### src/rtl/dfs_pkg.sv
// dfs_pkg: shared state, source and counter definitions for the clock-select controller
package dfs_pkg;
  localparam int CNT_W = 8;
  localparam logic SRC1 = 1'b0;
  localparam logic SRC2 = 1'b1;
  typedef enum logic [1:0] {IDLE, SWITCH, DWELL} state_t;
endpackage

### src/rtl/dfs_timer.sv
// dfs_timer: loadable down-counter that stops at zero and flags it
module dfs_timer
  import dfs_pkg::*;
(
  input  logic             clk,
  input  logic             rst,
  input  logic             load,
  input  logic [CNT_W-1:0] ld_val,
  output logic             zero
);
  logic [CNT_W-1:0] cnt;
  assign zero = cnt == '0;
  always_ff @(posedge clk)
    if (rst) cnt <= '0;
    else if (load) cnt <= ld_val;
    else if (!zero) cnt <= cnt - 1'b1;
endmodule

### src/rtl/dfs_sel_ctrl.sv
// dfs_sel_ctrl: two-requester arbiter and settle/dwell FSM driving a glitch-free clock select
module dfs_sel_ctrl
  import dfs_pkg::*;
#(
  parameter int SETTLE_CYCLES = 4,
  parameter int DWELL_CYCLES  = 8
) (
  input  logic       clk,
  input  logic       rst,
  input  logic [1:0] req_valid,
  input  logic [1:0] req_src,
  output logic [1:0] req_ready,
  output logic       sel,
  output logic       cur_src,
  output logic       busy,
  output logic       done
);
  localparam logic [CNT_W-1:0] SET_LD = CNT_W'(SETTLE_CYCLES - 1);
  localparam logic [CNT_W-1:0] DWL_LD = CNT_W'(DWELL_CYCLES == 0 ? 0 : DWELL_CYCLES - 1);
  state_t state;
  logic acc_src, acc_sw, zero, load;
  logic [CNT_W-1:0] ld_val;
  // Requester 1 may only land a no-op while dwelling; a real switch there is emergency-only.
  always_comb begin
    req_ready[0] = !rst && req_valid[0] && state != SWITCH;
    req_ready[1] = !rst && req_valid[1] && !req_ready[0] &&
                   (state == IDLE || (state == DWELL && req_src[1] == sel));
    acc_src = req_ready[0] ? req_src[0] : req_src[1];
    acc_sw  = |req_ready && acc_src != sel;
    load    = acc_sw || (state != IDLE && zero);
    ld_val  = acc_sw ? SET_LD : (state == SWITCH && DWELL_CYCLES != 0) ? DWL_LD : '0;
  end
  assign busy = state == SWITCH;
  dfs_timer u_timer (
    .clk    (clk),
    .rst    (rst),
    .load   (load),
    .ld_val (ld_val),
    .zero   (zero)
  );
  always_ff @(posedge clk)
    if (rst) begin
      state   <= IDLE;
      sel     <= SRC1;
      cur_src <= SRC1;
      done    <= 1'b0;
    end else begin
      done <= 1'b0;
      if (acc_sw) begin
        state <= SWITCH;
        sel   <= acc_src;
      end else if (state == SWITCH && zero) begin
        done    <= 1'b1;
        cur_src <= sel;
        state   <= DWELL_CYCLES == 0 ? IDLE : DWELL;
      end else if (state == DWELL && zero)
        state <= IDLE;
    end
endmodule

### config.mk
export PLATFORM = sky130hd
export DESIGN_NAME = dfs_sel_ctrl
export DESIGN_NICKNAME = d
export VERILOG_FILES = /design/src/rtl/dfs_pkg.sv /design/src/rtl/dfs_timer.sv /design/src/rtl/dfs_sel_ctrl.sv
export SDC_FILE = /design/constraint.sdc
export NUM_CORES = 1
export LEC_CHECK = 0
export CAP_MARGIN = 25
export CORE_MARGIN = 3
export CORE_UTILIZATION = 45
export CTS_CLUSTER_SIZE = 14
export DETAILED_ROUTE_END_ITERATION = 10
export PLACE_DENSITY = 0.68
export SYNTH_ARGS = -nofsm -noshare
export SYNTH_HDL_FRONTEND = slang
export SYNTH_SLANG_ARGS = --single-unit
### constraint.sdc
create_clock -name clk -period 1.7 [get_ports clk]
set_clock_uncertainty 0.1 [all_clocks]
set_input_delay 0.34 -clock clk [delete_from_list [all_inputs] [get_ports clk]]
set_output_delay 0.34 -clock clk [all_outputs]
set_load 0.05 [all_outputs]
Yosys cells after proc, flatten, opt, wreduce, memory -nomap -nowiden
Index checks and enable logic that the tools add are counted.
{ "word_totals": {"regBits": 13, "in_bits": 6, "output_inout_bits": 6, "wordCells": 45} }
{ "classes": {"n_addsub": 1, "eq_ne": 6, "muxes": 9, "n_bitwise": 1, "reduce_logical": 22} }
{ "op_table": {"columns": ["operator", "n"], "rows": [
  ["8-bit 2-to-1 mux", 2],
  ["1-bit logical AND", 10],
  ["8-bit logical NOT", 1],
  ["8-bit by 1-bit subtractor with 8-bit output, second input constant", 1],
  ["3-bit 2-to-1 mux", 2],
  ["2-bit 2-to-1 mux", 2],
  ["2-bit by 1-bit != test with 1-bit output, second input constant", 2],
  ["2-bit nonzero test", 2],
  ["2-bit OR reduction", 2],
  ["1-bit 2-to-1 mux", 3],
  ["3-bit nonzero test", 1],
  ["2-bit by 1-bit equality test with 1-bit output, second input constant", 1],
  ["2-bit equality test, second input constant", 1],
  ["1-bit logical NOT", 2],
  ["2-bit logical NOT", 1],
  ["1-bit logical OR", 2],
  ["2-bit AND reduction", 1],
  ["1-bit equality test", 1],
  ["1-bit != test", 1],
  ["1-bit inverter", 1]
]} }

Longest topological paths before layout
Gate-level depths: netlist of the first run.
{ "logic_depth": {"depth_word": 10, "mapped_depth": 6} }

Cells and area by module
From an unflattened synthesis of the first run, not the netlist that was laid out.
{ "hier_totals": {"cells_unflattened": 93, "hier_area_um2": 790.8} }
{ "by_module_without_submodules": {"columns": ["mod", "instances", "cells_per_inst", "area_per_inst_um2"], "rows": [
  ["dfs_timer", 1, 57, 479.2],
  ["dfs_sel_ctrl", 1, 36, 311.5]
]} }

Least setup slack after synthesis of the first run
Ideal clock, no wire load.
{ "synth_timing": {"kind": "register to register", "start": "register sel", "end": "register sel", "setup_time_ns": 0.086, "arrival_ns": 1.788, "slack_ns": -0.273, "stages_incl_launch_ff": 5, "n_path_buf": 0, "synth_period_minus_slack_ns": 1.973, "cell_sequence": "dfxtp_1 -> xor2_1 -> a21oi_2 -> mux2i_1 -> a211oi_1"} }
{ "synth_between": {"elab_chain_cells": 6} }
{ "synth_rtl": {"columns": ["item", "line", "rtl"], "rows": [
  ["from (decl)", "dfs_sel_ctrl.sv:13", "output logic sel,"],
  ["from (signal assigned)", "dfs_sel_ctrl.sv:51", "sel <= acc_src;"],
  ["1-bit equality test", "dfs_sel_ctrl.sv:27", "(state == IDLE || (state == DWELL && req_src[1] == sel));"],
  ["1-bit logical AND", "dfs_sel_ctrl.sv:27", null],
  ["1-bit logical OR", "dfs_sel_ctrl.sv:27", null],
  ["1-bit logical AND", "dfs_sel_ctrl.sv:26", "req_ready[1] = !rst && req_valid[1] && !req_ready[0] &&"],
  ["named net req_ready[1]", "dfs_sel_ctrl.sv:12", "output logic [1:0] req_ready,"],
  ["2-bit OR reduction", "dfs_sel_ctrl.sv:29", "acc_sw = |req_ready && acc_src != sel;"],
  ["1-bit logical AND", "dfs_sel_ctrl.sv:29", null]
]} }
The timed path passes the listed nets, and every way through them passes these cells.
A chain may end at the register's enable or synchronous reset.

Worst setup path after layout of the first run
{ "layout_timing": {"start": "register state[0]", "end": "output port req_ready[1]"} }
{ "layout_between": {"elab_chain_cells": 5} }
{ "layout_rtl": {"columns": ["item", "line", "rtl"], "rows": [
  ["from (decl)", "dfs_sel_ctrl.sv:20", "state_t state;"],
  ["from (signal assigned)", "dfs_sel_ctrl.sv:55", "state <= DWELL_CYCLES == 0 ? IDLE : DWELL;"],
  ["2-bit by 1-bit != test with 1-bit output", "dfs_sel_ctrl.sv:25", "req_ready[0] = !rst && req_valid[0] && state != SWITCH;"],
  ["1-bit logical AND", "dfs_sel_ctrl.sv:25", null],
  ["1-bit logical NOT", "dfs_sel_ctrl.sv:26", null],
  ["1-bit logical AND", "dfs_sel_ctrl.sv:26", null],
  ["1-bit logical AND *", "dfs_sel_ctrl.sv:26", null],
  ["to (decl)", "dfs_sel_ctrl.sv:12", null]
]} }
Every way passes the cells marked *; elsewhere a longest branch is shown, timed or not.

==> impl_metrics.yaml, run 1 <==
run_status:
  outcome: "finished, violations left"
  violations: "setup timing"
floorplan:
  die_area_mm2: 0.002050
  pin_count: 12
  rows: 13
  chipWidth_um: 45.28
  coreArea_mm2: 0.001366
  start_util: 0.5082
  die_h_um: 45.28
worst_hold_path:
  hp-class: "input port to flip-flop"
grt:
  gr-total-overflow: 0
  track_usage: 0.1883
  grt_pass1_vias: 646
  grt_max_degree: 12
  antenna_found_initial: 0
  grt_pass1_wl_um: 2780
critical_path:
  end_kind: "output pin"
  arrival_ns: 1.42
  critPathKind: "flip-flop to output pin"
  setup.worst_path.start_class: "flip-flop"
  path_max_fanout: 2
  worst-endpoint-required_ns: 1.26
synthesis:
  postSynthCellCount: 79
  syn_avg_cell_area_um2: 8.790
  async_reset_ff_frac: 0
  synth_area_um2: 694.4
  ys_seq_elements: 13
  synth_edf_count: 0
  synth.distinct_cells: 32
  yosysWarnings: 0
  yosysSeqAreaShare: 0.3748
  syn-num-nets: 87
  synth_flop_cell: "dfxtp_1"
detailed_routing:
  drtAntennaViolNets: 0
  wire_per_inst_um: 12.61
  firstDrtPassIters: 4
  vias: 681
  drc: 0
  totalWireLength_um: 1589
  via_per_inst: 5.405
  drtIter0Drc: 14
clock_tree:
  cts_sinks: 13
  cts-root-buf: "clkbuf_4"
  postCtsHoldBufs: 0
  clockBufferDepth: 2
  clkTransAtPathRegs_ns: 0.08
  numCtsBuffers: 3
  h-tree-depth: 1
  cts_tree: "done"
  clk_latency_ns: 0.28
power_and_ir_drop:
  peakVddDrop_uv: 1059
  p_per_area_mw_per_mm2: 1483
  total_power_mw: 1.575
  leakagePower_nw: 0.4823
cells_and_area:
  final-instance-count-excl-fill: 126
  area_growth_pct: 52.97
  n_antenna_cell: 0
  nNetsFinal: 120
  drive_above_1_share: 0.3874
run:
  drv_cap: 0
placed_design:
  io_buffers: 11
  place_congestion: 0.7587
  dpl.hpwl_um: 1149
  dp.cells: 116
  dp_slack_ns: -0.3753
sta:
  rsz0062_at_grt: "yes"
  hold_slack_ns: 0.3405
  finalMaxSlewViolations: 0
  timing.fmax_mhz: 536.2
  min_period_ns: 1.865
  hold_violations: 0
  timing.final.ws_setup_ns: -0.1649
  post-route-period-util: 1.097
  slew_headroom: 0.7951
  setup_viol: 4
  worst_pin_slew_ns: 0.3048
[metrics by stage]
stage / util / TNS, ns / area, um^2
after floorplan: - / -0.04616 / 703.2
after global placement: 0.6859 / -3.860 / 937.1
after detailed placement: 0.6859 / -4.262 / 937.1
after CTS: 0.7161 / -0.2973 / 978.4
after global routing: 0.7775 / -0.5950 / 1062
final: 0.7775 / -0.3506 / 1062
[timing repair]
action / CTS / global route
gates cloned: 0 / 0
resized for setup: 6 / 16
endpoints found under the setup margin: 12 / 9
pin swaps: 1 / 2
buffers inserted: 2 / 4
[critical path: stages (launching register included)]
cell,delay (ns)
dfxtp_2,0.33
or4b_4,0.50
a21oi_4,0.17
buf_12,0.15
[flip-flops by register name, summed over array words and instances (netlist names)]
| register | flops |
|---|---|
| cur_src | 1 |
| done | 1 |
| sel | 1 |
| state | 2 |
| u_timer.cnt | 8 |
[worst paths after layout]
check,from,to,slack [ns],depth (start not counted)
hold reg to reg,u_timer.cnt[4]$_SDFFE_PP0P_,u_timer.cnt[4]$_SDFFE_PP0P_,0.40,2
setup / recovery,state[0]$_SDFFE_PP0P_,req_ready[1],-0.16,3
setup reg to reg,state[0]$_SDFFE_PP0P_,sel$_SDFFE_PP0P_,-0.04,6
hold / removal,rst,sel$_SDFFE_PP0P_,0.34,3
[cell type report]
class	instances	area [um^2]
repair buffers	29	281.5
clock buffers	4	26.28
well taps	15	18.77
flip-flops and latches	13	265.3
multi-input cells	59	447.9
inverters	6	22.52
fillers	92	304.0
[synthesized netlist by cell type, types with 2 or more instances]
cell,count,area (um^2)
nor3b_1,2,15.01
inv_1,5,18.77
ha_1,2,25.02
nand3_1,2,10.01
o21bai_1,2,15.01
nor3_1,3,15.01
xor2_1,2,17.52
or3_1,2,12.51
nor2b_1,2,12.51
mux2i_1,4,40.04
a21oi_1,5,25.02
nand2_1,8,30.03
dfxtp_1,13,260.3
nor2_1,9,33.78
[layout by cell type, fill, tap and decap left out, drive strengths merged, types with 3 or more instances in the layout]
master  netlist  final
buf           1     24
dfxtp        13     13
nor2          9      9
nand2         8      8
a21oi         6      6
inv           5      5
mux2i         4      4
clkbuf        0      4
nor3b         3      3
nor3          3      3
[kinds of logic (layout without fill, tap and decap cells)]
family                     Yosys count  in the layout  share of synthesized area
AOI/OAI and AO/OA                   16             16                     0.1676
xor gates and xnor gates             3              3                    0.03784
adders and majority gates            2              2                    0.03603
buffers and inverters                7             39                    0.04324
DFF                                 13             13                     0.3748
muxes                                4              4                    0.05766
and+or+nand+nor                     34             34                     0.2829
[per-layer routing]
layer	track usage	vias to the layer above	routed length, um
li1	-	343	-
met1	0.2428	320	718
met2	0.2910	16	785
met3	0.07171	2	80
met4	0.05263	0	4
met5	0	-	0
[power by group]
| group | internal [mW] | switching (mW) |
|---|---|---|
| Clock | 0.0910 | 0.0964 |
| Combinational | 0.472 | 0.418 |
| Sequential | 0.402 | 0.0955 |
| Total | 0.966 | 0.609 |
No activity file was read; power rests on OpenSTA's default activity.
==> inputs of run 2 (changes only) <==
Settings changed: CTS_CLUSTER_DIAMETER set to 60.
==> results of run 2 <==
Final layout, timing and power as in run 1 (identical DEF).
